## config.mk

```make
export PLATFORM = sky130hd
export DESIGN_NAME = pipelined_add_sub
export DESIGN_NICKNAME = d
export VERILOG_FILES = /design/src/rtl/alu_pkg.sv /design/src/rtl/Full_Adder.sv /design/src/rtl/adder_slice.sv /design/src/rtl/pipelined_add_sub.sv
export SDC_FILE = /design/constraint.sdc
export NUM_CORES = 1
export LEC_CHECK = 0
export ABC_CLOCK_PERIOD_IN_PS = 3010
export BUFFER_PORTS_ARGS = -buffer_cell sky130_fd_sc_hd__buf_2
export CAP_MARGIN = 25
export CORE_MARGIN = 5
export CORE_UTILIZATION = 40
export DETAILED_ROUTE_END_ITERATION = 10
export SETUP_SLACK_MARGIN = 0.4
export SYNTH_ARGS = -nofsm -noshare
export SYNTH_HDL_FRONTEND = slang
export SYNTH_HIERARCHICAL = 1
export SYNTH_SLANG_ARGS = --single-unit
```

## constraint.sdc

```tcl
create_clock -name clk -period 3.01 [get_ports clk]
set_input_delay 0.1505 -clock clk [delete_from_list [all_inputs] [get_ports clk]]
set_output_delay 0.1505 -clock clk [all_outputs]
set_load 0.03 [all_outputs]
```

## src/rtl/alu_pkg.sv

```systemverilog
// Shared types for the add/subtract datapath: opcode encoding and flag bundle.
// Latency: none (types and a pure helper function only).
// Backpressure: not applicable.
package alu_pkg;

    typedef enum logic {
        OP_ADD = 1'b0,
        OP_SUB = 1'b1
    } op_t;

    typedef struct packed {
        logic c;
        logic v;
        logic z;
        logic n;
    } flags_t;

    // Carry injected into bit 0. Subtraction is A + ~B + 1, and a borrow-in
    // removes that +1, so the injected carry is the inverted borrow.
    function automatic logic eff_carry(op_t op, logic c_in);
        return (op == OP_SUB) ? ~c_in : c_in;
    endfunction

endpackage

```

## src/rtl/Full_Adder.sv

```systemverilog
// Single-bit full adder cell, the leaf of every carry-chain slice.
// Latency: combinational.
// Backpressure: not applicable.
module Full_Adder (
    input  logic a,
    input  logic b,
    input  logic c_in,
    output logic sum,
    output logic c_out
);

    logic p;

    // Propagate/generate form keeps the carry path to one AND-OR level.
    always_comb begin
        p     = a ^ b;
        sum   = p ^ c_in;
        c_out = (a & b) | (c_in & p);
    end

endmodule

```

## src/rtl/adder_slice.sv

```systemverilog
// W-bit ripple-carry slice built from Full_Adder cells; one slice per pipe stage.
// Latency: combinational.
// Backpressure: not applicable.
module adder_slice #(
    parameter int W = 4
) (
    input  logic [W-1:0] a,
    input  logic [W-1:0] b,
    input  logic         c_in,
    output logic [W-1:0] sum,
    output logic         c_out
);

    // carry[W] is the MSB of the W+1 bit slice sum and leaves as c_out.
    logic [W:0] carry;

    assign carry[0] = c_in;

    for (genvar i = 0; i < W; i++) begin : g_bit
        Full_Adder u_fa (
            .a    (a[i]),
            .b    (b[i]),
            .c_in (carry[i]),
            .sum  (sum[i]),
            .c_out(carry[i+1])
        );
    end

    assign c_out = carry[W];

endmodule

```

## src/rtl/pipelined_add_sub.sv

```systemverilog
// N-bit add/subtract with the carry chain cut into STAGES registered slices; NZCV flags.
// Latency: STAGES cycles from accept to out_valid; one beat per cycle throughput.
// Backpressure: out_valid && !out_ready freezes every stage and drops in_ready that cycle.
module pipelined_add_sub
    import alu_pkg::*;
#(
    parameter int N      = 16,
    parameter int STAGES = 4
) (
    input  logic         clk,
    input  logic         rst,
    input  logic         in_valid,
    output logic         in_ready,
    input  logic [N-1:0] A,
    input  logic [N-1:0] B,
    input  op_t          op,
    input  logic         C_in,
    output logic         out_valid,
    input  logic         out_ready,
    output logic [N-1:0] S,
    output logic         C_out,
    output logic         V,
    output logic         Z,
    output logic         Nf
);

    localparam int W  = N / STAGES;
    localparam int L  = STAGES - 1;
    // Number of inter-stage register banks; kept at least 1 so STAGES=1 still elaborates.
    localparam int PL = (STAGES > 1) ? STAGES - 1 : 1;

    if ((STAGES < 1) || (STAGES > N) || ((N % STAGES) != 0)) begin : g_param_check
        $error("pipelined_add_sub: N (%0d) must be a multiple of STAGES (%0d), 1 <= STAGES <= N",
               N, STAGES);
    end

    // Per-stage view of the operands entering each slice. Index k is what
    // slice k sees: stage 0 takes the ports, stage k>0 takes bank k-1.
    logic [STAGES-1:0][N-1:0] a_src;
    logic [STAGES-1:0][N-1:0] b_src;
    logic [STAGES-1:0][N-1:0] s_src;
    logic [STAGES-1:0][N-1:0] s_next;
    logic [STAGES-1:0]        c_src;
    logic [STAGES-1:0]        v_src;

    logic [STAGES-1:0][W-1:0] sl_sum;
    logic [STAGES-1:0]        sl_c;

    // Inter-stage banks: operands carried forward, partial sum, slice carry, valid.
    logic [PL-1:0][N-1:0] a_q;
    logic [PL-1:0][N-1:0] b_q;
    logic [PL-1:0][N-1:0] s_q;
    logic [PL-1:0]        c_q;
    logic [PL-1:0]        v_q;

    flags_t flags_d;
    flags_t flags_q;
    logic   stall;

    // A held output beat freezes the whole pipe; no bubble squeezing.
    always_comb begin
        stall    = out_valid && !out_ready;
        in_ready = !rst && !stall;
    end

    // Route each slice's inputs; B inversion and carry select happen only at stage 0.
    always_comb begin
        a_src    = '0;
        b_src    = '0;
        s_src    = '0;
        c_src    = '0;
        v_src    = '0;
        a_src[0] = A;
        b_src[0] = (op == OP_SUB) ? ~B : B;
        s_src[0] = '0;
        c_src[0] = eff_carry(op, C_in);
        v_src[0] = in_valid && in_ready;
        for (int k = 1; k < STAGES; k++) begin
            a_src[k] = a_q[k-1];
            b_src[k] = b_q[k-1];
            s_src[k] = s_q[k-1];
            c_src[k] = c_q[k-1];
            v_src[k] = v_q[k-1];
        end
    end

    for (genvar k = 0; k < STAGES; k++) begin : g_slice
        adder_slice #(.W(W)) u_slice (
            .a    (a_src[k][k*W +: W]),
            .b    (b_src[k][k*W +: W]),
            .c_in (c_src[k]),
            .sum  (sl_sum[k]),
            .c_out(sl_c[k])
        );
    end

    // Merge each finished slice into the running sum; slices above k are still zero.
    always_comb begin
        s_next = '0;
        for (int k = 0; k < STAGES; k++) begin
            s_next[k] = s_src[k] | (N'(sl_sum[k]) << (k * W));
        end
    end

    // Flags are formed from the completed sum in the last slice, before the output register.
    always_comb begin
        flags_d   = '0;
        flags_d.c = sl_c[L];
        flags_d.v = (a_src[L][N-1] == b_src[L][N-1]) && (s_next[L][N-1] != a_src[L][N-1]);
        flags_d.z = ~|s_next[L];
        flags_d.n = s_next[L][N-1];
    end

    // Stage registers: all advance together unless stalled; reset discards in-flight beats.
    always_ff @(posedge clk) begin
        if (rst) begin
            a_q       <= '0;
            b_q       <= '0;
            s_q       <= '0;
            c_q       <= '0;
            v_q       <= '0;
            out_valid <= 1'b0;
            S         <= '0;
            flags_q   <= '0;
        end else if (!stall) begin
            for (int k = 0; k < L; k++) begin
                a_q[k] <= a_src[k];
                b_q[k] <= b_src[k];
                s_q[k] <= s_next[k];
                c_q[k] <= sl_c[k];
                v_q[k] <= v_src[k];
            end
            out_valid <= v_src[L];
            S         <= s_next[L];
            flags_q   <= flags_d;
        end
    end

    assign C_out = flags_q.c;
    assign V     = flags_q.v;
    assign Z     = flags_q.z;
    assign Nf    = flags_q.n;

    // Operand bits below the last slice are already consumed by the time they
    // reach it, and with STAGES=1 the inter-stage banks have no reader at all.
    logic unused_bits;
    assign unused_bits = ^{a_src[L], b_src[L], a_q, b_q, s_q, c_q, v_q};

endmodule
```

# Word-level counts from Yosys, hierarchy flattened
# Index checks and enable logic that the tools add are counted.
[op_classes] muxes=2 bitwise=85 n_eq_ne=2 n_reduce_logical=9
[ops] op="1-bit AND" n=32
[ops] op="1-bit bitwise XOR" n=32
[ops] op="16-bit two-way mux" n=1
[ops] op="16-bit inverter" n=1
[ops] op="1-bit bitwise OR" n=16
[ops] op="16-bit by 12-bit bitwise OR with 16-bit output" n=1
[ops] op="16-bit bitwise OR" n=1
[ops] op="16-bit OR reduction" n=1
[ops] op="4-bit by 8-bit bitwise OR with 8-bit output" n=1
[ops] op="1-bit logical AND" n=4
[ops] op="1-bit logical NOT" n=4
[ops] op="1-bit == test" n=1
[ops] op="1-bit two-way mux" n=1
[ops] op="1-bit inequality test" n=1
[ops] op="1-bit inverter" n=1
[totals] input_bits=38 register_bits=159

# Depth between registers and ports, before layout
# Gate-level depths: netlist of run 1.
[logic_depth] depth_word=11 ltp_mapped=8 mapped_depth_nobuf=7

# Hierarchy
# Netlist of run 1, hierarchy kept.
[modules_own_cells] mod="pipelined_add_sub" instances=1 seq_area_each_um2=1961.9 area_each_um2=3256.9 cells_each=251
[modules_own_cells] mod="Full_Adder" instances=16 seq_area_each_um2=0.0 area_each_um2=20.0 cells_each=1

# Worst setup path after synthesis of run 1
# No wires, ideal clock.
[synth_path] path_type="register -> register" from="register a_q[44] (netlist name)" to="register flags_q (netlist bit Z)" arrival_time_ns=2.748 stages_incl_launch_ff=8 slack_ns=0.203 n_path_buf=0 required_ns=2.951 path_cell_list="dfxtp_1 fa_1 fa_1 fa_1 fa_1 or4_1 nor2_1 a41o_1"
[synth_rtl] item="start: declaration" line="pipelined_add_sub.sv:50" source="logic [PL-1:0][N-1:0] a_q;"
[synth_rtl] item="start signal: indexed assignment" line="pipelined_add_sub.sv:127" source="a_q[k] <= a_src[k];"
[synth_rtl] item="end signal: assignment" line="pipelined_add_sub.sv:135" source="flags_q <= flags_d;"
[synth_rtl] item="end: declaration" line="pipelined_add_sub.sv:57" source="flags_t flags_q;"

==> results of run 1 <==
## kinds of logic (layout without fill, tap and decap cells)
kind of cell             Yosys count  after routing
flip-flops                        98             98
AO/OA/AOI/OAI                     97             97
buffers and inverters             24             94
XOR/XNOR                          17             17
adder cells (fa/ha/maj)           16             16
AND/OR/NAND/NOR                   13             13
multiplexers                       2              2
## registers in the layout, indices dropped and copies added (netlist names)
register / flops
out_valid: 1
V: 1
C_out: 1
v_q: 3
a_q: 24
Z: 1
c_q: 3
S: 16
b_q: 24
s_q: 24
## layer usage
layer / share of wire (%) / wire length (um)
met1: 51 / 3389
met2: 41 / 2725
met3: 6.6 / 439
met4: 1.5 / 101
met5: 0 / 0
## cell usage in the layout (no fill, tap or decap), drive strengths merged, types with 2 or more instances in the layout
cell / n
clkinv: 5
dlygate4sd3: 11
dfxtp: 98
buf: 67
nor4: 2
clkbuf: 10
or4: 2
fa: 16
nor2: 4
mux2i: 2
a22o: 94
xor2: 17
## per-stage QoR
stage | worst slack, ns | hold slack (ns) | power, mW
2_1_floorplan | 0.4044 | 0.2229 | 1.641
3_3_place_gp | 0.3408 | 0.3684 | 1.721
3_5_place_dp | 0.2958 | 0.3719 | 1.726
4_1_cts | 0.4016 | 0.005779 | 2.486
5_1_grt | 0.3141 | 0.02047 | 2.575
6_report | 0.4370 | 0.02745 | 2.443
## layout make-up
type / count / share of cell area (%)
flip-flops and latches: 98 / 47.03
repair buffers: 78 / 11.15
multi-input cells: 145 / 34.47
clock buffers: 10 / 3.058
well taps: 108 / 3.237
clock inverters: 6 / 1.049
## final timing paths
| kind | depth (start not counted) | slack, ns | endpoint |
|---|---|---|---|
| hold / removal | 2 | 0.03 | a_q[6]$_SDFFE_PP0N_ |
| setup / recovery | 7 | 0.44 | Z$_SDFFE_PP0N_ |
| hold reg to reg | 1 | 0.48 | a_q[45]$_SDFFE_PP0N_ |
| setup reg to reg | 7 | 0.44 | Z$_SDFFE_PP0N_ |
## critical path: stages (launching register included)
cell,delay [ns]
sky130_fd_sc_hd__dfxtp_2,0.34
sky130_fd_sc_hd__fa_2,0.38
sky130_fd_sc_hd__fa_2,0.34
sky130_fd_sc_hd__fa_2,0.35
sky130_fd_sc_hd__fa_1,0.45
sky130_fd_sc_hd__or4_1,0.40
sky130_fd_sc_hd__nor2_1,0.11
sky130_fd_sc_hd__a41o_1,0.15
## where the power goes
part | switching [mW] | internal [mW] | total (mW)
clock | 0.438 | 0.302 | 0.740
sequential | 0.0582 | 1.38 | 1.44
combinational | 0.122 | 0.140 | 0.262
## cells in the mapped netlist
| master | instances |
|---|---|
| sky130_fd_sc_hd__dfxtp_1 | 98 |
| sky130_fd_sc_hd__fa_1 | 16 |
| sky130_fd_sc_hd__buf_2 | 6 |
| sky130_fd_sc_hd__and3b_1 | 1 |
| sky130_fd_sc_hd__buf_6 | 8 |
| sky130_fd_sc_hd__or4_1 | 2 |
| sky130_fd_sc_hd__o21ba_2 | 1 |
| sky130_fd_sc_hd__clkbuf_1 | 3 |
| sky130_fd_sc_hd__nor2_4 | 1 |
| sky130_fd_sc_hd__buf_4 | 7 |
| sky130_fd_sc_hd__nor4_1 | 2 |
| sky130_fd_sc_hd__nor2_1 | 3 |
| sky130_fd_sc_hd__and2b_4 | 1 |
| sky130_fd_sc_hd__nor2b_4 | 1 |
| sky130_fd_sc_hd__nand2_1 | 1 |
| sky130_fd_sc_hd__mux2i_1 | 2 |
| sky130_fd_sc_hd__o22ai_1 | 1 |
| sky130_fd_sc_hd__xor2_1 | 17 |
| sky130_fd_sc_hd__a41o_1 | 1 |
| sky130_fd_sc_hd__nand2b_1 | 1 |
| sky130_fd_sc_hd__a22o_1 | 94 |
## timing repair
action / CTS / global route
endpoints found under the hold margin: 11 / 0
hold buffers: 11 / 0
endpoints found under the setup margin: 1 / 1
setup buffers: 1 / 0
pin swaps: 4 / 1
==> reports/results.env, run 1 <==
SLEW_VIOLATIONS=0
CTS_BUFFER_DEPTH=2
GLOBALROUTEMET3UTIL_PCT=4.994
GRT_PASS1_VIAS=2194
CRITICALPATHCATEGORY='flip-flop to flip-flop'
STD_CELL_ROWS=34
LATEST_CLOCK_ARRIVAL_WITHIN_THE_WORST_SKEW_PAIR_NS=0.36
RUN_STATUS='complete, no violations'
NUM-NETS-FINAL=386
SYNTH_TOP_FAMILY_BY_AREA='compound AO/OA/AOI/OAI gates'
DIE_W_UM=104.6
MULTIINPUTGATEAREA_MM2=0.001439
LAYOUT_MIN_CYCLE_TIME_NS=2.573
CLOCK_SINK_COUNT=98
SYNTH_COMPOUND_AREA_SHARE_PCT=23.75
SYNTH_XOR_XNOR_AREA_SHARE_PCT=4.162
INITIAL_CORE_UTIL_PCT=41.02
FMAX_MHz=388.6
FINAL-HOLD-VIOLATION-COUNT=0
SYNTH_SEQ_AREA_SHARE_PCT=54.84
CLKTRANSATPATHREGS_NS=0.09
P_LEAK_nW=1.835
FINAL_LAYOUT_SIZE_SUFFIX_GT1_SHARE_PCT=26.71
CRITICAL_PATH.STARTPOINT='c_q[2]$_SDFFE_PP0N_'
SYNTH_LARGEST_AREA_CELL='sky130_fd_sc_hd__dfxtp_1'
DPL.CELL_COUNT=417
N_ANTENNA_CELL=0
FINAL.SETUP_SKEW_NS=0.01446
NETLIST-CELL-TYPE-COUNT=21
CRIT_REQUIRED_NS=3.31
MAXSLEWHEADROOM_PCT=61.06
SYNTHESIS.AREA_PER_INSTANCE_UM2=13.40
MIN-DELAY-START='A[6]'
GLOBALROUTEMET2UTIL_PCT=17.56
GRT_MAX_DEGREE=48
USE_MET1_PCT=18.93
TRANSITION_TIME_OF_THE_TIGHTEST_SLEW_CHECK_PIN_NS=0.5828
DRT_WL_TOTAL_UM=6654
N_FILL_CELL=790
HOLDCRITPATHCLASS='input port to flip-flop'
GRT_PASS1_WL_UM=11470
LAYOUTNONFILLERINSTCOUNT=445
FIN_CRIT_SH_PCT=85.48
AREA_GROW_SYN2LAYOUT_PCT=16.68
SYNTH-ADDER-AREA-SHARE_PCT=8.954
CP-START-KIND='flip-flop'
SETUP_VIOLATING_ENDPOINT_COUNT_IN_THE_FINAL_REPORT=0
TOP_LEVEL_PORTS=60
GRT_USE_TOTAL_PCT=12.97
BUSIEST_LAYER='met1'
GRT_REMAINING_OVERFLOW=0
CRITICAL_PATH.ENDPOINT_TYPE='flip-flop'
DR.FIRST_ITER.DRC_COUNT=109
NUM_VIAS=2285
FINAL-SEQ-AREA_MM2=0.001963
FIN_UTIL_PCT=47.86
DIE_H_UM=104.6
TRITONCTS='done'
TIMING.RR.START='c_q[2]$_SDFFE_PP0N_'
MAX_CAP_VIOL_COUNT=0
INITIAL_ANTENNA_VIOLATION_COUNT=0
DP_HPWL_UM=4733
DIE_AREA_MM2=0.01093
SYNTH_MUX_AREA_SHARE_PCT=0.5596
CTS.REPAIR.RESIZED=0
POST_SYNTH_INSTANCE_AREA_MM2=0.003577
GP_ROUTABILITY_CONGESTION=0.7057
POST_DRT_WL_PER_CELL_UM=14.95
POST_ROUTE_SETUP_TNS_NS=0
FINAL_DESIGN_AREA_NO_FILL_MM2=0.004174
CRIT_ARRIVAL_NS=2.87
YS_TOP_CELLS_BY_AREA='sky130_fd_sc_hd__dfxtp_1 55%, sky130_fd_sc_hd__a22o_1 23%, sky130_fd_sc_hd__fa_1 9.0%'
CRITICAL_PATH.MAX_FANOUT=2
CTSHTREEMAXLEVEL=3
BUFFER_PORTS.INSERTED=59
REMAINING_ANTENNA_VIOLATION_COUNT=0
POST_SYNTH_AND_OR_NAND_NOR_AREA_FRACTION_PCT=2.588
POWER.DENSITY_CELL_AREA_mW_PER_MM2=585.3
RSZ0062_AT_GRT='true'
PLACED_CELL_AREA_MM2=0.003885
ROUTE.DETAILED.DRC=0
CTS.ROOT.BUFFER_CELL='sky130_fd_sc_hd__clkbuf_8'
POST-SYNTH-TOP-AREA-FRACTION_PCT=54.84
REGISTER_BIT_TOTAL_FROM_SYNTHESIS=98
YOSYS_WARNINGS=6
DRT-VIAS-PER-INSTANCE=5.135
FIRST_PASS_ITERS=4
SYN-INSTANCE-COUNT=267
CTS_MADE_BUFFERS=9
SYN-NUM-NETS=321
IR_DROP_uV=329.6
FLOORPLAN.CORE_AREA_MM2=0.008721
No activity file was read; power rests on OpenSTA's default activity.
==> run 2: changes to the inputs <==
--- a/config.mk
+++ b/config.mk
@@ -11,6 +11,7 @@
 export CORE_MARGIN = 5
 export CORE_UTILIZATION = 40
 export DETAILED_ROUTE_END_ITERATION = 10
+export REMOVE_ABC_BUFFERS = 1
 export SETUP_SLACK_MARGIN = 0.4
 export SYNTH_ARGS = -nofsm -noshare
 export SYNTH_HDL_FRONTEND = slang
==> run 2 against run 1 <==
Final area up 1.0%. Clock power grew 26%. Worst setup slack got worse by 0.097 ns. Clock-buffer cell count grew 1. Register-to-register slack worse by 0.097 ns. Critical path depth unchanged. Non-clock buffer count down 4. Core utilization is 0.49 points higher. First-iteration DRC count shrank 17%. Die area stayed put. Sequential power about the same.
==> reports/results.env, run 2 (same netlist as run 1, synthesis figures left out) <==
INITIAL_CORE_UTIL_PCT=41.02  # unchanged
DP_WORST_SETUP_SLACK_NS=0.08006  # -0.2157 ns
FLOORPLAN.CORE_AREA_MM2=0.008721  # unchanged
CRIT_REQUIRED_NS=3.30  # about the same
CTS_MADE_BUFFERS=9  # unchanged
CTS.ROOT.BUFFER_CELL='sky130_fd_sc_hd__clkbuf_8'
GRT_MAX_DEGREE=49  # +2.1%
CRIT_ARRIVAL_NS=2.96  # +0.09 ns
DP_HPWL_UM=4560  # -3.7%
BUSIEST_LAYER='met1'
TIMING.RR.START='c_q[2]$_SDFFE_PP0N_'
GRT_REMAINING_OVERFLOW=0  # unchanged
CRITICAL_PATH.MAX_FANOUT=2  # unchanged
HOLDCRITPATHCLASS='input port to flip-flop'
GRT_USE_TOTAL_PCT=13.04  # +0.076 points
DRT_WL_TOTAL_UM=6749  # +1.4%
IR_DROP_uV=418.0  # +27%
CP-START-KIND='flip-flop'
LARGESTREGISTERS='a_q (24), b_q (24), s_q (24)'
TOP_LEVEL_PORTS=60  # unchanged
INITIAL_ANTENNA_VIOLATION_COUNT=0  # unchanged
LATEST_CLOCK_ARRIVAL_WITHIN_THE_WORST_SKEW_PAIR_NS=0.35  # about the same
CTSHTREEMAXLEVEL=3  # unchanged
P_LEAK_nW=1.844  # +0.46%
CRIT_PATH_MAX_INCR_DELAY_NS=0.47  # +0.02 ns
DR.FIRST_ITER.DRC_COUNT=90  # -17%
N_FILL_CELL=817  # +3.4%
DIE_AREA_MM2=0.01093  # unchanged
COMMONEST_CELLS_AFTER_ROUTING_FILL_AND_TAPS_ASIDE='96 x sky130_fd_sc_hd__dfxtp_1, 94 x sky130_fd_sc_hd__a22o_1, 59 x sky130_fd_sc_hd__buf_2'
FINAL_LAYOUT_SIZE_SUFFIX_GT1_SHARE_PCT=27.71  # +1.0 points
CRITICAL_PATH.MOST_COMMON_CELL='sky130_fd_sc_hd__fa_2'
GRT_PASS1_VIAS=2288  # +4.3%
AREA_GROW_SYN2LAYOUT_PCT=17.87
BUFFER_PORTS.INSERTED=59  # unchanged
CRITICAL_PATH.ENDPOINT_TYPE='flip-flop'
CTS_BUFFER_DEPTH=2  # unchanged
FINAL.SETUP_SKEW_NS=0.01103  # -0.003432 ns
POWER.DENSITY_CELL_AREA_mW_PER_MM2=627.1  # +7.1%
FMAX_MHz=374.5  # -3.6%
PATH_DELAY_FAMILY='adder cells'
CLOCK_SINK_COUNT=98  # unchanged
LAYOUT_COMMONEST_CELL='sky130_fd_sc_hd__dfxtp_1'
TOTALPOWERFINAL_mW=2.644  # +8.2%
MAX_CAP_VIOL_COUNT=0  # unchanged
NUMBER_OF_BUFFER_AND_INVERTER_INSTANCES_ALONG_THE_WORST_SETUP_PATH=0  # unchanged
HOLD_CRIT_ENDPOINT='a_q[9]$_SDFFE_PP0N_'
CLKTRANSATPATHREGS_NS=0.09  # about the same
FIN_CRIT_SH_PCT=88.71  # +3.2 points
NUM-NETS-FINAL=382  # -1.0%
DIE_W_UM=104.6  # unchanged
MIN-DELAY-START='A[9]'
USE_MET1_PCT=19.00  # +0.071 points
CRITICALPATHCATEGORY='flip-flop to flip-flop'
RUN_STATUS='complete, no violations'
HIGHEST_DELAY_CELL_ALONG_THE_CRITICAL_PATH='sky130_fd_sc_hd__fa_1'
REMAINING_ANTENNA_VIOLATION_COUNT=0  # unchanged
POST_DRT_WL_PER_CELL_UM=15.34  # +2.6%
RSZ0062_AT_GRT='true'
SLEW_VIOLATIONS=0  # unchanged
GLOBALROUTEMET2UTIL_PCT=18.28  # +0.72 points
LAYOUT_MIN_CYCLE_TIME_NS=2.670  # +0.09699 ns
R2R.WORST_PATH.CELLS=7  # unchanged
STD_CELL_ROWS=34  # unchanged
TRANSITION_TIME_OF_THE_TIGHTEST_SLEW_CHECK_PIN_NS=0.5820  # -0.0007862 ns
TRITONCTS='done'
SETUP_VIOLATING_ENDPOINT_COUNT_IN_THE_FINAL_REPORT=0  # unchanged
N_ANTENNA_CELL=0  # unchanged
TIMING.RR.END='Z$_SDFFE_PP0N_'
GRT_PASS1_WL_UM=11580  # +0.91%
DIE_H_UM=104.6  # unchanged
GLOBALROUTEMET3UTIL_PCT=4.994  # unchanged
POST_ROUTE_SETUP_TNS_NS=0  # unchanged
DRT-VIAS-PER-INSTANCE=5.102  # -0.63%
MAXSLEWHEADROOM_PCT=61.20  # +0.14 points
HOLD_DEPTH=2  # unchanged
GP_ROUTABILITY_CONGESTION=0.7171  # +1.6%
FINAL-HOLD-VIOLATION-COUNT=0  # unchanged
ROUTE.DETAILED.DRC=0  # unchanged
SETUP_SLACK_OF_THE_WORST_REGISTER_TO_REGISTER_PATH_NS=0.34  # -0.10 ns
PATH_CELLS='fa_2 > fa_2 > fa_2 > fa_1 > or4_4 > nor2_4 > a41o_1'
FIRST_PASS_ITERS=4  # unchanged
POST-ROUTE-WORST-SETUP-SLACK_NS=0.3400  # -0.09699 ns
NUM_VIAS=2245  # -1.8%
==> run 2: final cells by class <==
type / count / area, um2 / share of cell area (%)
multi-input cells: 145 / 1450 / 34.39
clock buffers: 11 / 151.4 / 3.591
repair buffers: 74 / 440.4 / 10.45
clock inverters: 4 / 75.07 / 1.780
flip-flops and latches: 98 / 1964 / 46.59
well taps: 108 / 135.1 / 3.205
==> run 2: metal layers <==
layer | routed length, um | up-vias
met5 | 0 | -
met4 | 55 | 0
met3 | 392 | 7
met2 | 2853 | 64
met1 | 3447 | 1060
li1 | - | 1114
==> run 2: metrics by stage <==
step | cell area [um2] | hold slack [ns] | std cells | util [%]
final | 4217 | 0.01594 | 440 | 48.35
after detailed placement | 3881 | 0.3709 | 416 | 44.51
after global routing | 4217 | 0.002527 | 440 | 48.35
after floorplan | 3393 | 0.2229 | 243 | -
after global placement | 3881 | 0.3667 | 416 | 44.51
after CTS | 4205 | 0.0008517 | 440 | 48.22
==> run 2: repair_timing <==
action                                  4_1_cts  5_1_grt
endpoints found under the setup margin        2        2
setup buffers                                 1        0
hold buffers                                  8        0
endpoints found under the hold margin         8        0
pin swaps                                     7        4
resized for setup                             5        3
==> run 2: worst max path at each step <==
stage                         startpoint  cells past startpoint  slack, ns             end
floorplan           a_q[44]$_SDFFE_PP0N_                      7       0.20  Z$_SDFFE_PP0N_
global placement    a_q[44]$_SDFFE_PP0N_                      7       0.17  Z$_SDFFE_PP0N_
detailed placement  a_q[44]$_SDFFE_PP0N_                      7       0.08  Z$_SDFFE_PP0N_
CTS                  c_q[2]$_SDFFE_PP0N_                      7       0.27  Z$_SDFFE_PP0N_
global route         c_q[2]$_SDFFE_PP0N_                      7       0.27  Z$_SDFFE_PP0N_
finish               c_q[2]$_SDFFE_PP0N_                      7       0.34  Z$_SDFFE_PP0N_
==> run 2: where the power goes <==
part,total [mW],switching (mW),internal [mW]
Combinational,0.274,0.131,0.143
Clock,0.931,0.423,0.509
Sequential,1.44,0.0555,1.38
==> run 3: changes to the inputs <==
--- a/config.mk
+++ b/config.mk
@@ -5,12 +5,13 @@
 export SDC_FILE = /design/constraint.sdc
 export NUM_CORES = 1
 export LEC_CHECK = 0
-export ABC_CLOCK_PERIOD_IN_PS = 3010
+export ABC_CLOCK_PERIOD_IN_PS = 2400
 export BUFFER_PORTS_ARGS = -buffer_cell sky130_fd_sc_hd__buf_2
 export CAP_MARGIN = 25
 export CORE_MARGIN = 5
-export CORE_UTILIZATION = 40
+export CORE_UTILIZATION = 50
 export DETAILED_ROUTE_END_ITERATION = 10
+export PLACE_DENSITY = 0.75
 export REMOVE_ABC_BUFFERS = 1
 export SETUP_SLACK_MARGIN = 0.4
 export SYNTH_ARGS = -nofsm -noshare
==> constraint.sdc (replaced) <==
create_clock -name clk -period 2.4 [get_ports clk]
set_input_delay 0.12 -clock clk [delete_from_list [all_inputs] [get_ports clk]]
set_output_delay 0.12 -clock clk [all_outputs]
set_load 0.03 [all_outputs]
==> run 3 against run 2 <==
The flow now finishes with violations (negative setup slack). Sequential share of layout area decreased by 0.69 points. Die area decreased by 18%. Total power increased by 21%. Critical endpoint unchanged.
==> reports/results.env, run 3 (same netlist as run 1, synthesis figures left out) <==
RUN_STATUS='finished, violations left'
VIOLATIONS_IN_THE_FINAL_REPORTS='negative setup slack'
AREA_GROW_SYN2LAYOUT_PCT=19.80
GRT_MAX_DEGREE=50  # +2.0%
CTSHTREEMAXLEVEL=3  # unchanged
INITIAL_CORE_UTIL_PCT=52.08  # +11 points
POWER.DENSITY_CELL_AREA_mW_PER_MM2=749.5  # +20%
REMAINING_ANTENNA_VIOLATION_COUNT=0  # unchanged
RSZ0062_AT_GRT='true'
CTS_SETUP_BUFFERS=0  # -1
FINAL_LAYOUT_SIZE_SUFFIX_GT1_SHARE_PCT=31.67  # +4.0 points
CLOCK_POWER_SHARE_PCT=33.0  # -2.2 points
DIE_AREA_MM2=0.008946  # -18%
N_ANTENNA_CELL=0  # unchanged
INTERNAL-POWER_mW=2.480  # +22%
CRITICALPATHCATEGORY='flip-flop to flip-flop'
MET3_WIRELENGTH_UM=374  # -4.6%
FIN_UTIL_PCT=62.39  # +14 points
GRT_USE_TOTAL_PCT=15.99  # +2.9 points
TOP_LEVEL_PORTS=60  # unchanged
NUM-NETS-FINAL=391  # +2.4%
COMMONEST_CELLS_AFTER_ROUTING_FILL_AND_TAPS_ASIDE='94 x sky130_fd_sc_hd__dfxtp_1, 94 x sky130_fd_sc_hd__a22o_1, 59 x sky130_fd_sc_hd__buf_2'
POST-ROUTE-WORST-SETUP-SLACK_NS=-0.3213  # -0.6612 ns
FINAL.SETUP_SKEW_NS=0.005669  # -0.005363 ns
CTS.ROOT.BUFFER_CELL='sky130_fd_sc_hd__clkbuf_8'
CRIT_REQUIRED_NS=2.69  # -0.61 ns
N_FILL_CELL=563  # -31%
HOLDCRITPATHCLASS='input port to flip-flop'
SLEW_VIOLATIONS=0  # unchanged
TOTALPOWERFINAL_mW=3.212  # +21%
BUFFER_PORTS.INSERTED=59  # unchanged
CRIT_ARRIVAL_NS=3.02  # +0.06 ns
SETUP_VIOLATING_ENDPOINT_COUNT_IN_THE_FINAL_REPORT=2  # +2
SWITCHING_SHARE_PCT=22.79  # -0.26 points
NUM_VIAS=2318  # +3.3%
CLOCK_SINK_COUNT=98  # unchanged
CP-START-KIND='flip-flop'
INITIAL_ANTENNA_VIOLATION_COUNT=0  # unchanged
MAX_CAP_VIOL_COUNT=0  # unchanged
ROUTEDLENGTHMET1_UM=3234  # -6.2%
P_LEAK_nW=1.871  # +1.5%
DPL.CELL_COUNT=411  # -1.2%
GRT_PASS1_VIAS=2309  # +0.92%
DR.FIRST_ITER.DRC_COUNT=114  # +27%
HOLD_DEPTH=2  # unchanged
CRITICAL_PATH.ENDPOINT_TYPE='flip-flop'
FINAL-HOLD-VIOLATION-COUNT=0  # unchanged
ROUTE.DETAILED.DRC=0  # unchanged
CLKTRANSATPATHREGS_NS=0.08  # about the same
LATEST_CLOCK_ARRIVAL_WITHIN_THE_WORST_SKEW_PAIR_NS=0.34  # about the same
DP_HPWL_UM=4530  # -0.65%
TOP_LAYER='met4'
STD_CELL_ROWS=30  # -12%
TRANSITION_TIME_OF_THE_TIGHTEST_SLEW_CHECK_PIN_NS=0.4544  # -0.1276 ns
CTS_MADE_BUFFERS=9  # unchanged
IR_DROP_uV=479.7  # +15%
FIN_CRIT_SH_PCT=113.4  # +25 points
FIRST_PASS_ITERS=5  # +1
LAYOUTNONFILLERINSTCOUNT=437  # -0.68%
ROUTE.MET2.WL_UM=2942  # +3.1%
R2R.WORST_PATH.CELLS=7  # unchanged
GP_ROUTABILITY_CONGESTION=0.7291  # +1.7%
POST_DRT_WL_PER_CELL_UM=15.13  # -1.3%
DIE_W_UM=94.59  # -9.5%
SEQ_PWR_SHARE_PCT=56.2  # +1.8 points
SWITCHINGPOWER_uW=731.9  # +20%
FLOORPLAN.CORE_AREA_MM2=0.006869  # -21%
GRT_REMAINING_OVERFLOW=0  # unchanged
LAYOUT_MIN_CYCLE_TIME_NS=2.721  # +0.05123 ns
POST_ROUTE_SETUP_TNS_NS=-0.4731  # -0.4731 ns
DRT-VIAS-PER-INSTANCE=5.304  # +4.0%
PART_OF_THE_TOTAL_POWER_DISSIPATED_IN_COMBINATIONAL_LOGIC_PCT=10.8  # +0.4 points
LARGESTREGISTERS='a_q (24), b_q (24), s_q (24)'
CTS_BUFFER_DEPTH=2  # unchanged
DIE_H_UM=94.59  # -9.5%
CRITICAL_PATH.MAX_FANOUT=2  # unchanged
TRITONCTS='done'
FMAX_MHz=367.5  # -1.9%
DRT_WL_TOTAL_UM=6613  # -2.0%
GRT_PASS1_WL_UM=11030  # -4.7%
MAXSLEWHEADROOM_PCT=69.63  # +8.4 points
run 3: worst paths after layout:
| path | endpoint | start | slack, ns |
|---|---|---|---|
| worst min register to register | S[2]$_SDFFE_PP0N_ | S[2]$_SDFFE_PP0N_ | 0.47 |
| worst min-delay path | a_q[9]$_SDFFE_PP0N_ | A[9] | 0.01 |
| worst max-delay path | Z$_SDFFE_PP0N_ | c_q[2]$_SDFFE_PP0N_ | -0.32 |
| worst max register to register | Z$_SDFFE_PP0N_ | c_q[2]$_SDFFE_PP0N_ | -0.32 |
run 3: routing by layer:
layer  up-vias  global-route usage [%]
li1       1133                       -
met1      1126                   21.18
met2        52                   25.18
met3         7                   5.100
met4         0                   4.688
met5         -                       0
run 3: cell type report:
cell class                      instances  area, um2  share of cell area, %
Clock inverter                          2      35.03                 0.8175
Multi-Input combinational cell        145       1466                  34.22
Clock buffer                           13      168.9                  3.942
Timing Repair Buffer                   83      528.0                  12.32
Tap cell                               96      120.1                  2.803
Sequential cell                        98       1967                  45.90
run 3: what timing repair did:
action | 4_1_cts | 5_1_grt
hold buffers | 11 | 0
endpoints found under the setup margin | 9 | 9
cloned | 0 | 0
hold endpoints to repair | 11 | 0
pin swaps | 9 | 2
gates resized for setup | 17 | 1
run 3: power by group through the flow:
stage / logic [mW] / registers (mW) / clock network (mW)
after global placement: 0.319 / 1.84 / 0
final: 0.347 / 1.81 / 1.06
after global routing: 0.385 / 1.82 / 1.16
after detailed placement: 0.330 / 1.84 / 0
after floorplan: 0.184 / 1.85 / 0
after CTS: 0.350 / 1.81 / 1.09
run 3: stage by stage:
step	instance area [um2]	setup WS, ns	hold slack, ns
floorplan	3393	-0.4116	0.1924
global placement	3931	-0.4375	0.3356
detailed placement	3931	-0.4877	0.3393
CTS	4283	-0.3607	0.0004857
global route	4285	-0.4294	0.01010
finish	4285	-0.3213	0.01312
run 3: worst max-delay path, stage by stage, from the launching register on:
cell and delay, ns:
sky130_fd_sc_hd__dfxtp_2 0.34, sky130_fd_sc_hd__fa_2 0.39, sky130_fd_sc_hd__fa_2 0.40, sky130_fd_sc_hd__fa_2 0.37
sky130_fd_sc_hd__fa_2 0.45, sky130_fd_sc_hd__or4_1 0.47, sky130_fd_sc_hd__nor2_1 0.10, sky130_fd_sc_hd__a41o_1 0.15
